===== src/rtl/mem_port_arbiter.sv =====
// Single-port SRAM arbiter between instruction fetch and load/store unit.
// One accept per cycle, read data returned one cycle later, sticky halt on halt-byte write.
module mem_port_arbiter #(
  parameter int                ADDR_W       = 16,
  parameter int                DATA_W       = 64,
  parameter int                STARVE_LIMIT = 4,
  parameter logic [ADDR_W-1:0] HALT_ADDR    = 'hFFFC
) (
  input  logic                clk,
  input  logic                rst,
  input  logic                if_req_valid,
  output logic                if_req_ready,
  input  logic [ADDR_W-1:0]   if_req_addr,
  output logic                if_rsp_valid,
  output logic [DATA_W-1:0]   if_rsp_data,
  input  logic                d_req_valid,
  output logic                d_req_ready,
  input  logic                d_req_we,
  input  logic [ADDR_W-1:0]   d_req_addr,
  input  logic [DATA_W-1:0]   d_req_wdata,
  input  logic [DATA_W/8-1:0] d_req_wstrb,
  output logic                d_rsp_valid,
  output logic [DATA_W-1:0]   d_rsp_data,
  output logic                mem_en,
  output logic [DATA_W/8-1:0] mem_we,
  output logic [ADDR_W-4:0]   mem_addr,
  output logic [DATA_W-1:0]   mem_wdata,
  input  logic [DATA_W-1:0]   mem_rdata,
  output logic                halt
);

  localparam int CNT_W = (STARVE_LIMIT < 1) ? 1 : $clog2(STARVE_LIMIT + 1);
  localparam logic [CNT_W-1:0]  LIMIT       = CNT_W'(STARVE_LIMIT);
  localparam logic [ADDR_W-4:0] HALT_WORD   = HALT_ADDR[ADDR_W-1:3];
  localparam int                HALT_LANE_I = int'(HALT_ADDR[2:0]);

  localparam logic [1:0] OWN_NONE = 2'd0;
  localparam logic [1:0] OWN_IF   = 2'd1;
  localparam logic [1:0] OWN_DRD  = 2'd2;
  localparam logic [1:0] OWN_DWR  = 2'd3;

  logic [1:0]       owner_q, owner_d;
  logic [CNT_W-1:0] starve_q, starve_d;
  logic             halt_q, halt_d;

  logic ifCand, dCand, ifPriority, ifGrant, dGrant, dWrGrant, haltHit;
  logic unusedAddrBits;

  assign unusedAddrBits = ^{if_req_addr[2:0], d_req_addr[2:0]};

  // Reset suppresses every accept; a halted core may no longer fetch.
  always_comb begin
    ifCand     = if_req_valid && !halt_q && !rst;
    dCand      = d_req_valid && !rst;
    ifPriority = (starve_q >= LIMIT);
    ifGrant    = ifCand && (!dCand || ifPriority);
    dGrant     = dCand && !ifGrant;
    dWrGrant   = dGrant && d_req_we;
  end

  assign if_req_ready = ifGrant;
  assign d_req_ready  = dGrant;
  assign mem_en       = ifGrant || dGrant;
  assign mem_addr     = ifGrant ? if_req_addr[ADDR_W-1:3] : d_req_addr[ADDR_W-1:3];
  assign mem_we       = dWrGrant ? d_req_wstrb : '0;
  assign mem_wdata    = dWrGrant ? d_req_wdata : '0;

  assign haltHit = dWrGrant
                && (d_req_addr[ADDR_W-1:3] == HALT_WORD)
                && d_req_wstrb[HALT_LANE_I]
                && (d_req_wdata[HALT_LANE_I*8 +: 8] == 8'hFF);

  always_comb begin
    owner_d = OWN_NONE;
    if (ifGrant) begin
      owner_d = OWN_IF;
    end else if (dGrant) begin
      owner_d = d_req_we ? OWN_DWR : OWN_DRD;
    end
  end

  // Counts cycles an active, non-halted IF request was passed over.
  always_comb begin
    starve_d = starve_q;
    if (ifGrant) begin
      starve_d = '0;
    end else if (if_req_valid && !halt_q && (starve_q < LIMIT)) begin
      starve_d = starve_q + CNT_W'(1);
    end
  end

  assign halt_d = halt_q || haltHit;

  always_ff @(posedge clk) begin
    if (rst) begin
      owner_q  <= OWN_NONE;
      starve_q <= '0;
      halt_q   <= 1'b0;
    end else begin
      owner_q  <= owner_d;
      starve_q <= starve_d;
      halt_q   <= halt_d;
    end
  end

  // Gating with rst drops a response already in flight when reset arrives.
  assign if_rsp_valid = (owner_q == OWN_IF) && !rst;
  assign if_rsp_data  = if_rsp_valid ? mem_rdata : '0;
  assign d_rsp_valid  = ((owner_q == OWN_DRD) || (owner_q == OWN_DWR)) && !rst;
  assign d_rsp_data   = ((owner_q == OWN_DRD) && !rst) ? mem_rdata : '0;
  assign halt         = halt_q;

endmodule


===== config.mk =====
export PLATFORM = sky130hd
export DESIGN_NAME = mem_port_arbiter
export DESIGN_NICKNAME = d
export VERILOG_FILES = /design/src/rtl/mem_port_arbiter.sv
export SDC_FILE = /design/constraint.sdc
export NUM_CORES = 1
export LEC_CHECK = 0
export ABC_AREA = 1
export CORE_AREA = 2 2 150 152
export CTS_CLUSTER_DIAMETER = 60
export DETAILED_ROUTE_END_ITERATION = 7
export DIE_AREA = 0 0 152 154
export GPL_TIMING_DRIVEN = 0
export PLACE_DENSITY = 0.52
export SLEW_MARGIN = 20
export SYNTH_ARGS = -nofsm -noshare
export SYNTH_HDL_FRONTEND = slang
export SYNTH_SLANG_ARGS = --single-unit

===== constraint.sdc =====
create_clock -name clk -period 3.56 [get_ports clk]
set_input_delay 0.534 -clock clk [delete_from_list [all_inputs] [get_ports clk]]
set_output_delay 0.534 -clock clk [all_outputs]
set_load 0.005 [all_outputs]

# Word-level counts from Yosys, hierarchy flattened

Cells that the tools add are included.

Bits in registers: 6
Input port bits: 173
Output and inout bits: 219
Logic and storage cells: 44

Add/subtract/negate cells: 1
$lt $le $gt $ge: 2
Equal/unequal tests: 5
Mux-type cells: 8
Bitwise gates (word level): 1
Reduce and logical (&&, ||, !) cells: 23

Operators by type and width:

| cell                                                             | number |
|---|---|
| 64-bit two-way mux                                               | 3 |
| 13-bit == test (second input constant)                           | 1 |
| 1-bit logical AND                                                | 13 |
| 13-bit two-way mux                                               | 1 |
| 8-bit == test (second input constant)                            | 1 |
| 8-bit two-way mux                                                | 1 |
| 2-bit == test (second input constant)                            | 2 |
| 1-bit logical NOT                                                | 4 |
| 1-bit logical OR                                                 | 4 |
| 3-bit by 1-bit adder with 3-bit output (second input constant)   | 1 |
| 3-bit >= comparator (second input constant)                      | 1 |
| 3-bit less-than comparator (second input constant)               | 1 |
| 1-bit two-way mux                                                | 3 |
| 3-bit OR reduction                                               | 1 |
| 2-bit by 1-bit == test with 1-bit output (second input constant) | 1 |
| 2-bit OR reduction                                               | 1 |
| 1-bit inverter                                                   | 1 |

# Logic depth before layout (Yosys ltp)

Word-level depth: 12
Depth in mapped cells: 8
Depth with buffers taken out: 8

# Worst setup path after synthesis

No wires, ideal clock.

Path kind: input -> output
Start point: input if_req_valid
End point: output mem_wdata[0]
Arrival: 1288 ps
Required time: 3026 ps
Setup slack: 1738 ps
Stages on the path: 8
Path buffers: 1
Path through: inv_1 nor2_4 nand3_4 inv_4 nor2_8 nand2_8 buf_6 nor2_2

Word-level cells in the longest chain between the ends: 7

RTL lines:

| item                            | line | text |
|---|---|---|
| start: declaration              | 11   | `input logic if_req_valid,` |
| 1-bit logical AND (2 in series) | 53   | `ifCand = if_req_valid && !halt_q && !rst;` |
| 1-bit logical AND               | 56   | `ifGrant = ifCand && (!dCand \|\| ifPriority);` |
| 1-bit logical NOT               | 57   | `dGrant = dCand && !ifGrant;` |
| 1-bit logical AND               | 57   |  |
| named net d_req_ready           | 17   | `output logic d_req_ready,` |
| 1-bit logical AND               | 58   | `dWrGrant = dGrant && d_req_we;` |
| 64-bit two-way mux              | 66   | `assign mem_wdata = dWrGrant ? d_req_wdata : '0;` |
| end: declaration                | 27   | `output logic [DATA_W-1:0] mem_wdata,` |

The timed path passes the listed nets, and every way through them passes these cells.

# Final worst setup path

Start point: input rst
End point: output mem_addr[6]

Word-level cells in the longest chain between the ends: 6
Elaborated cells between the ends (all ways): 7
Those cells by class: mux (1); reduce/logical (6)

RTL lines:

| item                   | line   | text |
|---|---|---|
| start: declaration     | 10     | `input logic rst,` |
| 1-bit logical NOT (*)  | 53, 54 |  |
| 1-bit logical AND      | 54     | `dCand = d_req_valid && !rst;` |
| 1-bit logical NOT      | 56     |  |
| 1-bit logical OR       | 56     |  |
| 1-bit logical AND (*)  | 56     |  |
| 13-bit two-way mux (*) | 64     | `assign mem_addr = ifGrant ? if_req_addr[ADDR_W-1:3] : d_req_addr[ADDR_W-1:3];` |
| end: declaration       | 26     | `output logic [ADDR_W-4:0] mem_addr,` |

Every way passes the cells marked *; elsewhere a longest branch is shown, timed or not.

==> impl_metrics.toml <==
[die]
start_util_pct = 10.0
core_um2 = 21700
die_w_um = 152
core.rowCount = 54
die_height_um = 154
pin_count = 392
die_area_um2 = 23400

[layout]
final_nets = 1020
area_delta_synth_final_pct = 198
final_cell_mix = "clkdlybuf4s50_1, inv_1, nor2_1"
layout.cells.most_common = "clkdlybuf4s50_1"
drive_gt1_share_pct = 11.7

[power_and_ir_drop]
intPower_uw = 538
p_per_area_nw_per_um2 = 119
p_seq_share_pct = 9.5
power_uw = 770
pwr-share-clk_pct = 23.4
switching_power_uw = 231
sw_frac_of_total_pct = 30.0
p_leak_nw = 3.00
combPwrFrac_pct = 67.1
ir_drop_v = 0.0000954

[critical_path]
reg2reg_depth = 7
crit_buf_inv = 4
cp.depth = 7
critPathLaunch = "rst"
required_ns = 3.03
path_max_fanout = 10
slowest_delay_ns = 0.58
cp-start-kind = "input pin"
path_cells = "clkdlybuf4s50_1 > inv_2 > nand3_4 > clkbuf_1 > nand2_1 > nand2_1 > clkdlybuf4s50_1"
critPathSlowestCell = "clkdlybuf4s50_1"
worstReg2RegStart = "halt"
end_kind = "primary output"
crit_type = "input pin to primary output"
worstPathArrival_ns = 2.67
critical-path-top-delay-family = "buffers and inverters"

[grt]
overflow = 0
grt_max_degree = 11
grt_pass1_vias = 3931
grt_first_pass_wirelength_mm = 23.8
grt_antenna_before_repair = 3
grt_util_all_layers_pct = 13.1

[drt]
drc = 0
drt_iter0_drc = 129
first_pass_iters = 4
routed_via_density = 3.47
ant_nets = 0
wirelength_mm = 16.3
route.vias.total = 3916
routedWlPerCell_um = 14.5

[clocking]
cts_buffer_depth = 2
cts_resized = 0
clock-sinks = 6
root_buffer = "clkbuf_16"
worstSkewPairLatency_ns = 0.23
cts_tree = "yes"
cts_made_buffers = 3
cts-hold-fix-buffers = 0
postCtsSetupBuffers = 0
cts.clk_slew.worst_paths_ns = 0.03
htree_levels = 1

[placed_design]
port_buffers = 385
hpwl_mm = 15.3
dpl_worst_slack_ns = 0.359
place_congestion = 0.791

[sta]
setup_slack_ns = 0.359
fmax_mhz = 312
skew_ns = 0.00166
hold_viol = 0
tightest_slew_ns = 0.610
period_needed_ns = 3.20
period_share_pct = 89.9
setup_viol = 0
maxSlewViolCount = 0
tns_ns = 0
slew_headroom_pct = 59.3
rsz0062_at_grt = "false"

[hold_path]
holdPathStages = 2
worstHoldStart = "starve_q[2]"
worstHoldPathType = "flop to flop"

[yosys]
synth_top_area_cell = "inv_1"
syn-cell-area_um2 = 2170
synth_warnings = 0
netlist_instances = 456
synthDistinctLibCells = 21
synth_area_leaders = "inv_1, nor2_1, nor2_2"
syn_area_per_cell_um2 = 4.76
netlist.area_leader.share_pct = 24.9
syn_nets = 630
ys_seq_elements = 6
ys_seq_area_share_pct = 5.54

[job]
drv_cap = 0

[status]
status = "complete, no violations"
through the flow:
step / hold slack [ns] / util (%) / cells / cell area (µm²)
2_1_floorplan: 0.469 / - / 456 / 2170
3_3_place_gp: 0.504 / 29.4 / 1121 / 6370
3_5_place_dp: 0.509 / 29.4 / 1121 / 6370
4_1_cts: 0.514 / 29.7 / 1124 / 6450
5_1_grt: 0.541 / 29.7 / 1124 / 6450
6_report: 0.508 / 29.8 / 1127 / 6460
state kept, by name, summed over array words and instances (netlist names):
signal and flops:
owner_q 2, halt 1, starve_q 3
cell type report:
| type | count | area [µm²] |
|---|---|---|
| diodes | 3 | 7.51 |
| plain buffers | 21 | 185 |
| clock buffers | 3 | 75.1 |
| fillers | 2444 | 15200 |
| inverters | 147 | 554 |
| multi-input cells | 282 | 1310 |
| flip-flops and latches | 6 | 120 |
| well taps | 280 | 350 |
| repair buffers | 385 | 3850 |
layer usage:
layer / vias to the layer above / share of wire [%] / global-route usage (%)
met1: 1662 / 37 / 13.6
met5: - / 0 / 0
met3: 6 / 9.3 / 4.28
met4: 0 / 0.74 / 1.42
met2: 248 / 53 / 26.3
li1: 2000 / - / -
worst min-delay path, stage by stage (launching register included):
cell     delay [ns]
dfxtp_1        0.29
inv_1          0.10
a21oi_1        0.07
final timing paths:
| check | slack [ns] | endpoint |
|---|---|---|
| min reg2reg | 0.51 | starve_q[2] |
| max reg2reg | 2.12 | owner_q[0] |
| max | 0.36 | mem_addr[6] |
| min | 0.51 | starve_q[2] |
logic make-up after synthesis:
| group | synth area share, % |
|---|---|
| xor gates and xnor gates | 0.404 |
| buffers and inverters | 34.1 |
| AOI/OAI and AO/OA | 0.461 |
| adders and majority gates | 0.577 |
| DFF | 5.54 |
| and+or+nand+nor | 58.9 |
cell usage after synthesis:
cell type / number
inv_4: 1
inv_2: 2
dfxtp_1: 6
a21oi_1: 1
nor2_2: 69
buf_6: 13
clkbuf_1: 1
nand2_8: 1
nand3_1: 2
o21ai_0: 1
nor2_1: 143
nand2_1: 57
ha_1: 1
nand4_1: 2
nor3_1: 1
xor2_1: 1
inv_1: 144
nor2_4: 1
nand3_4: 1
buf_2: 7
nor2_8: 1
power by group through the flow:
| stage | Sequential (mW) | Clock (mW) | Combinational, mW |
|---|---|---|---|
| after floorplan | 0.0736 | 0 | 0.152 |
| after global placement | 0.0744 | 0 | 0.522 |
| after detailed placement | 0.0744 | 0 | 0.524 |
| after CTS | 0.0735 | 0.184 | 0.526 |
| after global routing | 0.0737 | 0.188 | 0.563 |
| final | 0.0734 | 0.180 | 0.516 |
Power figures use the tool's default switching activity.
==> RTL change (same flow settings) <==
Reset style: asynchronous (`rst`), changed in one clocked block.
--- a/src/rtl/mem_port_arbiter.sv
+++ b/src/rtl/mem_port_arbiter.sv
@@ -91,7 +91,7 @@
 
   assign halt_d = halt_q || haltHit;
 
-  always_ff @(posedge clk) begin
+  always_ff @(posedge clk or posedge rst) begin
     if (rst) begin
       owner_q  <= OWN_NONE;
       starve_q <= '0;
Function: differs if rst is asserted again (counterexample within 4 cycles, from zero or initial values and one cycle with rst high); with rst held inactive, the same outputs for 10 cycles.
==> RTL change against the original RTL <==
Sequential cell count unchanged. Sequential power decreased by 2%. Worst setup slack improved by 160 ps. Global-route usage decreased by 1.4 points. Count of clock-buffer cells in the layout unchanged. Area after synthesis increased by 1.8%. Die area unchanged. Cell area increased by 0.50%. Power decreased by 7.4%. Combinational power decreased by 11%. Sequential share of layout area increased by 0.45 points. Wire length decreased by 10%. Highest routed layer unchanged.
==> RTL change: results (changes against the original RTL) <==
[pwr]
leakage_nw = 3.08  ; +2.6%
ir_worst_vdd_mv = 0.116  ; +22%
swShare_pct = 28.3  ; -1.8 points

[logic_synthesis]
synth_adder_area_share_pct = 0.566  ; -0.010 points
ys_types = 17  ; -19%
ys_seq_area_share_pct = 6.80  ; +1.3 points
ys_top_cells_by_count = 151 x inv_1, 137 x nor2_1, 71 x nor2_2
yosys.area.top_type_share_pct = 25.7  ; +0.74 points
synth_area_leaders = inv_1 26%, nor2_1 23%, nor2_2 20%
synth-xor-area-share_pct = 0  ; -0.40 points
ys.flop_type = dfrtp_1
yosysWarnings = 0  ; unchanged
synth.net_count = 639  ; +1.4%
synth_compound_area_share_pct = 0.227  ; -0.23 points
synth_area_per_cell_um2 = 4.75  ; -0.13%
async_reset_ff_share_pct = 100  ; +100 points

[setup_path]
cpMaxStageDelayCell = clkdlybuf4s50_1
timing.rr.start = halt
critPathTopFamily = buffers and inverters
cp-startpoint = rst
cp_max_fo = 10  ; unchanged
crit_arrival_ps = 2510  ; -160 ps
cpPeakStageDelay_ps = 530  ; -50 ps

[timing]
slew_violations = 0  ; unchanged
skew_ps = 1.31  ; -0.350 ps
tightest_slew_ps = 355  ; -255 ps

[global_route]
grt_pass1_vias = 4041  ; +2.8%
grt_use_total_pct = 11.7  ; -1.4 points
antenna_found_initial = 0  ; -3
use_met2_pct = 22.5  ; -3.8 points
grt.met3_usage_pct = 3.89  ; -0.39 points
grt_pass1_wl_mm = 22.1  ; -7.2%
grt_util_met1_pct = 12.2  ; -1.4 points

[final_layout]
fill_cells = 2448  ; +0.16%
largest_reg_flops = 3  ; unchanged
diodes = 0  ; -3
drive_gt1_share_pct = 12.1  ; +0.35 points
nNetsFinal = 1029  ; +0.88%

[detailed_routing]
drt_iter0_drc = 120  ; -7.0%
vias_per_cell = 3.42  ; -1.7%
routed_wl_mm = 14.6  ; -10%
dr.pass1.iters = 4  ; unchanged
routedWlPerCell_um = 12.9  ; -11%

[place]
dp_cells = 1130  ; +0.80%
port-buffer-count = 385  ; unchanged
place_area_um2 = 6410  ; +0.63%
place_hpwl_mm = 13.5  ; -12%
preCtsSetupSlack_ps = 464  ; +105 ps
place.gp.congestion = 0.792  ; +0.18%

[clock_network]
clk_pin_slew_ps = 30  ; about the same
cts_resized = 0  ; unchanged
cts_root_buf = clkbuf_16
h-tree-depth = 1  ; unchanged
worstSkewPairLatency_ps = 230  ; about the same
numCtsBuffers = 3  ; unchanged
post_cts_buffers = 0  ; unchanged

[worst_hold_path]
min_path_type = register to register
min_from = starve_q[0]

[run_status]
status = complete, no violations

RTL change: cell types whose count changed after synthesis, sizes merged, moves of 3 or more:
cell and delta:
inv +7, nand2 +7, dfrtp +6, dfxtp -6, nor2 -6, nand3 +3
RTL change: logic make-up (layout without fill, tap and decap cells):
group	count (synthesis)	in the layout
and+or+nand+nor	281	281
DFF	6	6
adders and majority gates	1	1
AOI/OAI and AO/OA	1	1
buffers and inverters	176	564
RTL change: cell type report:
cell class                      instances  area, µm²  share of cell area, %
Buffer                                 22        196                   3.03
Timing Repair Buffer                  385       3850                   59.4
Inverter                              154        578                   8.91
Tap cell                              280        350                   5.40
Clock buffer                            3       75.1                   1.16
Multi-Input combinational cell        283       1280                   19.8
Sequential cell                         6        150                   2.31
RTL change: final timing paths:
check,to,slack (ps),depth (start not counted)
min in group asynchronous,owner_q[1],620,2
worst max register to register,owner_q[0],2190,5
worst min-delay path,starve_q[0],520,1
max in group asynchronous,starve_q[1],2790,2
worst max-delay path,mem_wdata[58],520,6
worst min register to register,starve_q[0],520,1
RTL change: power groups by stage:
stage | Combinational [mW] | Sequential (mW) | Clock [mW]
2_1_floorplan | 0.129 | 0.0725 | 0
3_3_place_gp | 0.467 | 0.0726 | 0
3_5_place_dp | 0.467 | 0.0727 | 0
4_1_cts | 0.469 | 0.0719 | 0.183
5_1_grt | 0.503 | 0.0720 | 0.187
6_report | 0.461 | 0.0719 | 0.179
RTL change: routing by layer:
layer	up-vias	part of all wire (%)
met5	-	0
met4	0	2.0
met3	16	10
met2	244	50
met1	1598	37
li1	2012	-
